==> config.mk <==
export PLATFORM = sky130hd
export DESIGN_NAME = mmio_dma
export DESIGN_NICKNAME = d
export VERILOG_FILES = /design/src/rtl/mmio_pkg.sv /design/src/rtl/dma_addr_gen.sv /design/src/rtl/mmio_dma.sv
export SDC_FILE = /design/constraint.sdc
export NUM_CORES = 1
export LEC_CHECK = 0
export CELL_PAD_IN_SITES_DETAIL_PLACEMENT = 1
export CELL_PAD_IN_SITES_GLOBAL_PLACEMENT = 1
export CORE_MARGIN = 1
export CORE_UTILIZATION = 40
export CTS_BUF_LIST = sky130_fd_sc_hd__clkbuf_8
export CTS_CLUSTER_DIAMETER = 150
export CTS_CLUSTER_SIZE = 30
export DETAILED_ROUTE_END_ITERATION = 10
export PLACE_DENSITY = 0.94
export REMOVE_ABC_BUFFERS = 1
export SETUP_SLACK_MARGIN = 0.1
export SYNTH_ARGS = -nofsm -noshare
export SYNTH_HDL_FRONTEND = slang
export SYNTH_HIERARCHICAL = 1
export SYNTH_SLANG_ARGS = --single-unit
==> constraint.sdc <==
create_clock -name clk -period 6.95 [get_ports clk]
set_clock_uncertainty 0.1 [all_clocks]
set_input_delay 2.085 -clock clk [delete_from_list [all_inputs] [get_ports clk]]
set_output_delay 2.085 -clock clk [all_outputs]
set_load 0.01 [all_outputs]
==> src/rtl/mmio_pkg.sv <==
// Shared types and constants for the MMIO bus initiators.
// Latency: n/a (declarations only).
// Backpressure: n/a (declarations only).
package mmio_pkg;

    typedef enum logic [1:0] {
        IDLE  = 2'd0,
        READ  = 2'd1,
        WRITE = 2'd2,
        DONE  = 2'd3
    } dma_state_t;

    localparam logic DMA_COPY = 1'b0;
    localparam logic DMA_FILL = 1'b1;

    // Memory-mapped IO registers on the data bus.
    localparam logic [31:0] MMIO_HEX_ADDR = 32'h0000_0400;
    localparam logic [31:0] MMIO_SW_ADDR  = 32'h0000_0404;

endpackage

==> src/rtl/dma_addr_gen.sv <==
// Word index counter and source/destination address pointers for the DMA.
// Latency: addresses valid the cycle after load; each advance steps them by one word.
// Backpressure: holds its position whenever advance is low (bus not granted).
//
// Ports:
//   clk, reset       clock and synchronous active-high reset
//   load             capture src/dst/len and clear the word index
//   advance          one word has been written; step index and pointers
//   src, dst, len    transfer parameters presented with load
//   src_addr         current source word address
//   dst_addr         current destination word address
//   last             current word is the final one of the transfer
module dma_addr_gen #(
    parameter int          LEN_W     = 16,
    parameter logic [31:0] ADDR_STEP = 32'd1
) (
    input  logic             clk,
    input  logic             reset,
    input  logic             load,
    input  logic             advance,
    input  logic [31:0]      src,
    input  logic [31:0]      dst,
    input  logic [LEN_W-1:0] len,
    output logic [31:0]      src_addr,
    output logic [31:0]      dst_addr,
    output logic             last
);

    logic [31:0]      src_ptr;
    logic [31:0]      dst_ptr;
    logic [LEN_W-1:0] idx;
    logic [LEN_W-1:0] len_q;

    // Running pointers equal base + idx*ADDR_STEP modulo 2^32 without a
    // multiplier; the wrap past 32'hFFFFFFFF falls out of the 32-bit add.
    always_ff @(posedge clk) begin
        if (reset) begin
            src_ptr <= '0;
            dst_ptr <= '0;
            idx     <= '0;
            len_q   <= '0;
        end else if (load) begin
            src_ptr <= src;
            dst_ptr <= dst;
            idx     <= '0;
            len_q   <= len;
        end else if (advance) begin
            src_ptr <= src_ptr + ADDR_STEP;
            dst_ptr <= dst_ptr + ADDR_STEP;
            idx     <= idx + 1'b1;
        end
    end

    assign src_addr = src_ptr;
    assign dst_addr = dst_ptr;

    // Compared one bit wider so idx+1 cannot wrap, even at the largest length.
    assign last = (({1'b0, idx} + {{LEN_W{1'b0}}, 1'b1}) == {1'b0, len_q});

endmodule

==> src/rtl/mmio_dma.sv <==
// Bus-initiator DMA: copies a word block (src->dst) or fills dst with a constant.
// Latency: first strobe the cycle after start; COPY 2N granted cycles, FILL N, then one DONE cycle.
// Backpressure: grant=0 stalls the current READ/WRITE with strobes low; nothing advances.
//
// Ports:
//   clk, reset                  clock and synchronous active-high reset
//   start, mode, src, dst, len, fill_value   transfer request, sampled only in IDLE
//   grant                       bus owned by the DMA this cycle
//   bus_req                     DMA wants the bus (READ/WRITE)
//   memread, memwrite, addr, writedata, readdata   MMIO data bus (readdata combinational)
//   busy                        transfer in progress (READ/WRITE/DONE)
//   done                        one-cycle completion pulse
module mmio_dma import mmio_pkg::*; #(
    parameter int          LEN_W     = 16,
    parameter logic [31:0] ADDR_STEP = 32'd1
) (
    input  logic             clk,
    input  logic             reset,
    input  logic             start,
    input  logic             mode,
    input  logic [31:0]      src,
    input  logic [31:0]      dst,
    input  logic [LEN_W-1:0] len,
    input  logic [31:0]      fill_value,
    input  logic             grant,
    output logic             bus_req,
    output logic             memread,
    output logic             memwrite,
    output logic [31:0]      addr,
    output logic [31:0]      writedata,
    input  logic [31:0]      readdata,
    output logic             busy,
    output logic             done
);

    dma_state_t  state_q;
    dma_state_t  state_n;
    logic        mode_q;
    logic [31:0] fill_q;
    logic [31:0] data_buf;

    logic        load;
    logic        advance;
    logic [31:0] src_addr;
    logic [31:0] dst_addr;
    logic        last;

    dma_addr_gen #(
        .LEN_W     (LEN_W),
        .ADDR_STEP (ADDR_STEP)
    ) u_addr_gen (
        .clk      (clk),
        .reset    (reset),
        .load     (load),
        .advance  (advance),
        .src      (src),
        .dst      (dst),
        .len      (len),
        .src_addr (src_addr),
        .dst_addr (dst_addr),
        .last     (last)
    );

    always_ff @(posedge clk) begin
        if (reset) begin
            state_q  <= IDLE;
            mode_q   <= DMA_COPY;
            fill_q   <= '0;
            data_buf <= '0;
        end else begin
            state_q <= state_n;
            if (load) begin
                mode_q <= mode;
                fill_q <= fill_value;
            end
            // readdata is only meaningful while our read strobe is on the bus.
            if (state_q == READ && grant) begin
                data_buf <= readdata;
            end
        end
    end

    always_comb begin
        state_n   = state_q;
        bus_req   = 1'b0;
        memread   = 1'b0;
        memwrite  = 1'b0;
        addr      = '0;
        writedata = '0;
        load      = 1'b0;
        advance   = 1'b0;
        unique case (state_q)
            IDLE: begin
                if (start) begin
                    load = 1'b1;
                    if (len == '0) begin
                        state_n = DONE;
                    end else if (mode == DMA_FILL) begin
                        state_n = WRITE;
                    end else begin
                        state_n = READ;
                    end
                end
            end
            READ: begin
                bus_req = 1'b1;
                if (grant) begin
                    memread = 1'b1;
                    addr    = src_addr;
                    state_n = WRITE;
                end
            end
            WRITE: begin
                bus_req = 1'b1;
                if (grant) begin
                    memwrite  = 1'b1;
                    addr      = dst_addr;
                    writedata = (mode_q == DMA_FILL) ? fill_q : data_buf;
                    advance   = 1'b1;
                    if (last) begin
                        state_n = DONE;
                    end else if (mode_q == DMA_COPY) begin
                        state_n = READ;
                    end else begin
                        state_n = WRITE;
                    end
                end
            end
            DONE: begin
                state_n = IDLE;
            end
            default: begin
                state_n = IDLE;
            end
        endcase
    end

    assign busy = (state_q != IDLE);
    assign done = (state_q == DONE);

endmodule
### Word-level counts from Yosys, hierarchy flattened

Cells that the tools add are included.

| word-level totals | value |
|---|---|
| bits in registers | 163 |
| input bits | 149 |
| output and inout port bits | 69 |
| word-level logic and storage cells | 51 |

| cells by class | value |
|---|---|
| $add $sub $neg | 4 |
| equality and inequality tests | 7 |
| muxes and demuxes | 24 |
| reductions and logical operators | 8 |

Operators with widths:

| cell | count |
|---|---|
| two-way mux 32 bit | 9 |
| adder 32 x 1 -> 32 bit (second input constant) | 2 |
| one-hot mux 32 bit (2 select lines) | 1 |
| adder 16 x 1 -> 17 bit (second input constant) | 1 |
| equality test 17 x 16 -> 1 bit | 1 |
| adder 16 x 1 -> 16 bit (second input constant) | 1 |
| logical NOT 16 bit | 1 |
| two-way mux 2 bit | 7 |
| one-hot mux 2 bit (4 select lines) | 1 |
| two-way mux 1 bit | 6 |
| != test 2 bit (second input constant) | 3 |
| equality test 2 bit (second input constant) | 2 |
| nonzero test 2 bit | 2 |
| OR reduction 2 bit | 2 |
| AND reduction 3 bit | 1 |
| equality test 2 x 1 -> 1 bit (second input constant) | 1 |
| logical NOT 2 bit | 1 |
| logical AND 1 bit | 1 |

### Depth between registers and ports, before layout

Gate-level depths: netlist of run 1.

| logic depth | value |
|---|---|
| depth in word-level cells | 5 |
| depth in mapped cells | 12 |
| mapped depth without buffers | 10 |

### Cells and area by module

Netlist of run 1, hierarchy kept.

Modules (own cells, without submodules):

| module | instances | cells an instance | area an instance (µm²) | sequential area each (µm²) |
|---|---|---|---|---|
| dma_addr_gen | 1 | 642 | 5168.7 | 1921.8 |
| mmio_dma | 1 | 459 | 3424.5 | 1341.3 |

### Worst setup path after synthesis of run 1

No wires, ideal clock.

| timing path | value |
|---|---|
| path type | in2out |
| from | input grant |
| to | output addr[0] |
| arrival time | 2831 ps |
| required time | 4765 ps |
| slack | 1934 ps |
| stages | 6 |
| buffers on the path | 2 |
| path through | nand2_1 -> inv_2 -> buf_4 -> buf_4 -> a22oi_1 -> nor2b_1 |

| between the ends | value |
|---|---|
| longest elaborated chain between the ends | 2 |
| elaborated cells on any way between the ends | 3 |
| classes of those cells | mux: 3 |

RTL lines:

| element | line | RTL |
|---|---|---|
| start: declaration | mmio_dma.sv:25 | `input logic grant,` |
| two-way mux 32 bit (on tied branches) | mmio_dma.sv:115, mmio_dma.sv:107 |  |
| one-hot mux 32 bit (2 select lines) * | mmio_dma.sv:92 | `unique case (state_q)` |
| end: declaration | mmio_dma.sv:29 | `output logic [31:0] addr,` |

Mark *: on every way between the ends. The rest lies on a longest branch, timed or not.

### Worst setup path after layout of run 1

| timing path | value |
|---|---|
| from | input grant |
| to | output addr[15] |

The elaborated chain is that of the path after synthesis.

==> results.toml, run 1 <==
[synthesis]
ys_seq_area_frac = 0.380
ys_seq_elements = 163
synth-async-reset-ratio = 0
synth_cell_types = 49
synth.avg_cell_area_sq_um = 7.80
yosysTopAreaCell = "dfxtp_1"
synth_ff_type = "dfxtp_1"
synth_common_cells = "nand2_1, dfxtp_1, nor2_1"
syn_inst = 1101
yosys_warnings = 6
netlist_area_sq_um = 8590
synth_top_area_frac = 0.380
synth_edf_count = 0
yosys.cell_count.top_type = "nand2_1"
synth.area.top_cells = "dfxtp_1, nand2_1, mux2i_1, nor2_1, a21oi_1"

[worst_setup_path]
end_kind = "output port"
rrSetupSlack_ns = 3.22
slowest_delay_ns = 0.56
rr_worst_depth = 11
worst-setup-path-type = "in2out"
crit_slowest_cell = "clkdlybuf4s50_1"
required_ns = 4.76
r2r-start = "state_q[0]$_SDFFE_PP0P_"
r2r_end = "u_addr_gen/src_addr[31]$_SDFFE_PP0P_"
crit_chain = "clkdlybuf4s50_1 -> nand2_1 -> inv_2 -> a22oi_1 -> nor2b_1 -> clkdlybuf4s50_1"
start_kind = "primary input"
critPathMaxFanout = 36
cpLargestDelayFamily = "buffers and inverters"
critPathBufInv = 3
cp_common_cell = "clkdlybuf4s50_1"
cp.arrival_ns = 4.21

[grt]
grt_max_degree = 89
grt_pass1_vias = 9042
antenna_found_initial = 4
overflow = 0
grt_use_total = 0.265
grt_pass1_wl_um = 46200

[hold_path]
min_delay_path_depth = 2
hold_path.class = "reg2reg"
worstHoldEndpoint = "data_buf[27]$_SDFFE_PP0P_"
min_from = "data_buf[27]$_SDFFE_PP0P_"

[clock_tree]
clkSinkCount = 163
cts_tree = "yes"
postCtsSetupBuffers = 0
clkTransAtPathRegs_ns = 0.09
htree_levels = 4
cts_buffer_depth = 2
cts_hold_buf = 0
cts_buffers = 17
cts_resized = 0
clk_latency_ns = 0.46
root_buffer = "clkbuf_8"

[die]
coreArea_sq_um = 21000
die_w_um = 149
dieHeight_um = 149
die_area_sq_um = 22100
rows = 53
io_pins = 218
initial_core_util = 0.409

[flow_run]
cap_violations = 0

[sta]
max_freq_mhz = 156
drv_slew = 0
fin_crit_ns = 6.40
grt_setup_unrepaired = "no"
finalHoldViolations = 0
tightest_slew_ns = 1.24
holdWs_ns = 0.358
maxSlewHeadroom = 0.171
min_period_over_period = 0.920
tns_ns = 0
finalSetupViolCount = 0

[power_and_ir_drop]
total_power_mw = 2.94
power_density_nw_per_um2 = 261
max-vdd-ir-drop_v = 0.000173
p_leak_nw = 3.83

[cells_and_area]
drive_gt1_frac = 0.0467
syn2layout_area_growth_pct = 30.9
fill_cells = 2559
fin_nets = 1428

[route]
drtPass1Iterations = 6
wl_per_cell_um = 18.8
drc_errors = 0
viasPerCell = 5.54
ant_nets = 0
drtIter0Drc = 404
vias = 8647
wl_um = 29300

[placement]
io_buffers = 217
routabilityCongestion = 0.889
dp_hpwl_um = 20500

[run_status]
status = "completed"
[area by class of cell]
class / count / area, sq um / share of cell area
Clock inverter: 15 / 148 / 0.0131
Antenna cell: 1 / 2.50 / 0.000222
Multi-Input combinational cell: 851 / 4960 / 0.441
Tap cell: 275 / 344 / 0.0306
Sequential cell: 163 / 3260 / 0.290
Timing Repair Buffer: 225 / 2240 / 0.199
Clock buffer: 17 / 234 / 0.0208
Inverter: 13 / 51.3 / 0.00456
[worst max-delay path by stage]
stage,start,endpoint,slack (ns),cells after the start
6_report,grant,addr[15],0.55,6
5_1_grt,grant,addr[13],0.38,6
4_1_cts,grant,addr[13],0.55,6
3_5_place_dp,grant,addr[13],0.55,6
3_3_place_gp,grant,addr[2],0.68,6
2_1_floorplan,start,u_addr_gen/dst_addr[13]$_SDFFE_PP0P_,0.47,5
[through the flow]
step | area [sq um] | setup slack [ns] | cells | utilization
finish | 11300 | 0.554 | 1560 | 0.535
global route | 11300 | 0.383 | 1560 | 0.535
CTS | 11200 | 0.546 | 1559 | 0.535
detailed placement | 10900 | 0.548 | 1527 | 0.517
global placement | 10900 | 0.684 | 1527 | 0.517
floorplan | 8280 | 0.474 | 1027 | -
[kinds of logic after synthesis]
family | count (synthesis) | synth area share
fa+ha+maj | 8 | 0.0116
buf+inv | 87 | 0.0425
flops | 163 | 0.380
compound gates | 188 | 0.132
xor+xnor | 87 | 0.0887
mux | 65 | 0.0757
simple gates | 503 | 0.270
[routing by layer]
metal | up-vias | wire (um) | GRT usage
met1 | 4232 | 12200 | 0.309
met3 | 53 | 1920 | 0.0764
met2 | 244 | 14500 | 0.461
met4 | 4 | 692 | 0.0943
met5 | - | 28 | 0
li1 | 4114 | - | -
[tightest hold or removal path, cell delays in order (launching register included)]
cell	delay, ns
dfxtp_1	0.32
nand2_1	0.05
a21oi_1	0.05
[cells in the final DEF, fill, tap and decap left out, types with 17 or more instances in the layout]
master	count
mux2i_1	65
nand2_1	190
nand3_1	31
nor2_1	149
a21oi_1	103
xnor2_1	40
a22oi_1	35
clkdlybuf4s50_1	216
nand4_1	30
clkbuf_8	17
dfxtp_1	162
xor2_1	47
nor2b_1	33
[power by group]
group          switching (mW)  internal [mW]  total (mW)
clock                   0.398          0.293       0.691
sequential              0.198           1.10        1.30
combinational           0.523          0.425       0.948
[sequential cells by signal (all words and copies together), names as in the netlist]
signal and count:
u_addr_gen/len_q 16, state_q 2, mode_q 1, data_buf 32
u_addr_gen/src_addr 32, fill_q 32, u_addr_gen/dst_addr 32, u_addr_gen/idx 16
Note: power is estimated with default switching activity, not from simulation.
==> inputs of run 2 (changes only) <==
--- a/config.mk
+++ b/config.mk
@@ -11,7 +11,6 @@
 export CORE_UTILIZATION = 40
 export CTS_BUF_LIST = sky130_fd_sc_hd__clkbuf_8
 export CTS_CLUSTER_DIAMETER = 150
-export CTS_CLUSTER_SIZE = 30
 export DETAILED_ROUTE_END_ITERATION = 10
 export PLACE_DENSITY = 0.94
 export REMOVE_ABC_BUFFERS = 1
==> results of run 2 <==
Same layout as run 1: the final DEF is identical, and so are final timing and power.
==> inputs of run 3 (changes only) <==
==> constraint.sdc (replaced) <==
create_clock -name clk -period 6.95 [get_ports clk]
set_clock_uncertainty 0.1 [all_clocks]
set_input_delay 1.0425 -clock clk [delete_from_list [all_inputs] [get_ports clk]]
set_output_delay 1.0425 -clock clk [all_outputs]
set_load 0.01 [all_outputs]
==> run 3 against run 2 <==
  * First-iteration DRC count is 6.4% lower
  * Critical path depth rose by 1
  * Fmax increased by 33%
  * Sequential share of layout area rose by 0.078 points
  * Combinational power decreased by 1%
  * Largest power group unchanged
==> results.toml, run 3 (synthesized netlist as in run 1, its figures left out) <==
[run_status]
status = "completed"

[clock_tree]
cts_buffer_depth = 2
cts_tree = "yes"
clkTransAtPathRegs_ns = 0.10
postCtsSetupBuffers = 0
htree_levels = 4
cts_hold_buf = 0
cts_resized = 0
root_buffer = "clkbuf_8"
clk_latency_ns = 0.46
clkSinkCount = 163
cts_buffers = 17

[hold_path]
min_from = "data_buf[1]$_SDFFE_PP0P_"
hold_path.class = "reg2reg"
min_delay_path_depth = 2

[route]
drtPass1Iterations = 4
drtIter0Drc = 378
vias = 8548
wl_um = 29100
ant_nets = 0
drc_errors = 0
wl_per_cell_um = 18.7
viasPerCell = 5.49

[die]
initial_core_util = 0.409
die_w_um = 149
dieHeight_um = 149
rows = 53
die_area_sq_um = 22100
io_pins = 218
coreArea_sq_um = 21000

[sta]
holdWs_ns = 0.360
finalHoldViolations = 0
fin_crit_ns = 4.81
tightest_slew_ns = 1.24
max_freq_mhz = 208
drv_slew = 0
min_period_over_period = 0.693
grt_setup_unrepaired = "no"
finalSetupViolCount = 0
tns_ns = 0
maxSlewHeadroom = 0.175

[worst_setup_path]
required_ns = 5.81
r2r_end = "u_addr_gen/src_addr[13]$_SDFFE_PP0P_"
rrSetupSlack_ns = 3.03
start_kind = "primary input"
worst-setup-path-type = "in2out"
end_kind = "output port"
r2r-start = "state_q[0]$_SDFFE_PP0P_"
cp.arrival_ns = 3.67
worstSetupStartpoint = "grant"
crit_end = "addr[27]"
critPathMaxFanout = 50
rr_worst_depth = 11

[grt]
grt_use_total = 0.264
overflow = 0
antenna_found_initial = 1
grt_pass1_wl_um = 46100
grt_max_degree = 88
grt_pass1_vias = 8880

[cells_and_area]
mostFrequentLayoutCells = "clkdlybuf4s50_1, nand2_1, dfxtp_1"
final_common_cell = "clkdlybuf4s50_1"
utilization = 0.534
drive_gt1_frac = 0.0452
fin_nets = 1426
syn2layout_area_growth_pct = 30.6

[power_and_ir_drop]
power_density_nw_per_um2 = 261
combinationalPowerShare = 0.319
max-vdd-ir-drop_v = 0.000118
internal_power_mw = 1.82
p_sw_frac = 0.379
pwr-share-seq = 0.446
net-switching-power_mw = 1.11
p_leak_nw = 3.81
p_clk_frac = 0.234

[flow_run]
cap_violations = 0

[placement]
dp_hpwl_um = 20500
io_buffers = 217
routabilityCongestion = 0.913
[run 3: changes by cell type in the layout (fill, tap and decap cells not counted), sizes merged]
cell / change
buf: -2
clkinv: -3
clkinvlp: +2
inv: +1
[run 3: area by class of cell]
type | instances | area [sq um]
Inverter | 13 | 51.3
Tap cell | 275 | 344
Clock buffer | 17 | 234
Antenna cell | 1 | 2.50
Multi-Input combinational cell | 851 | 4960
Timing Repair Buffer | 223 | 2210
Fill cell | 2559 | 9800
Sequential cell | 163 | 3260
Clock inverter | 15 | 145
[run 3: power groups by stage]
stage,combinational [mW],clock (mW),sequential [mW]
3_5_place_dp,0.934,0,1.32
4_1_cts,0.940,0.703,1.30
6_report,0.934,0.685,1.30
2_1_floorplan,0.606,0,1.25
5_1_grt,1.02,0.745,1.33
3_3_place_gp,0.888,0,1.31
[run 3: per-stage QoR]
stage | std cells | area, sq um | setup WS [ns] | power (mW)
floorplan | 1027 | 8280 | 1.52 | 1.85
global placement | 1525 | 10800 | 2.28 | 2.20
detailed placement | 1525 | 10800 | 2.13 | 2.25
CTS | 1557 | 11200 | 2.12 | 2.95
global route | 1558 | 11200 | 1.97 | 3.10
finish | 1558 | 11200 | 2.14 | 2.92
[run 3: metal layers]
layer	GRT usage	wire length (um)	vias up
met5	0	0	-
met4	0.0938	685	0
met3	0.0595	1760	39
met2	0.455	14200	261
met1	0.319	12500	4141
li1	-	-	4107
[run 3: how the worst min path moves through the flow]
stage,end
floorplan,data_buf[0]$_SDFFE_PP0P_
global placement,fill_q[30]$_SDFFE_PP0P_
detailed placement,fill_q[25]$_SDFFE_PP0P_
CTS,fill_q[25]$_SDFFE_PP0P_
global route,data_buf[1]$_SDFFE_PP0P_
finish,data_buf[1]$_SDFFE_PP0P_
[run 3: critical path, stage by stage]
cell	delay (ns)
clkdlybuf4s50_1	0.54
nand2_1	0.08
buf_4	0.25
inv_2	0.75
a22oi_1	0.24
nor2b_1	0.18
clkdlybuf4s50_1	0.55
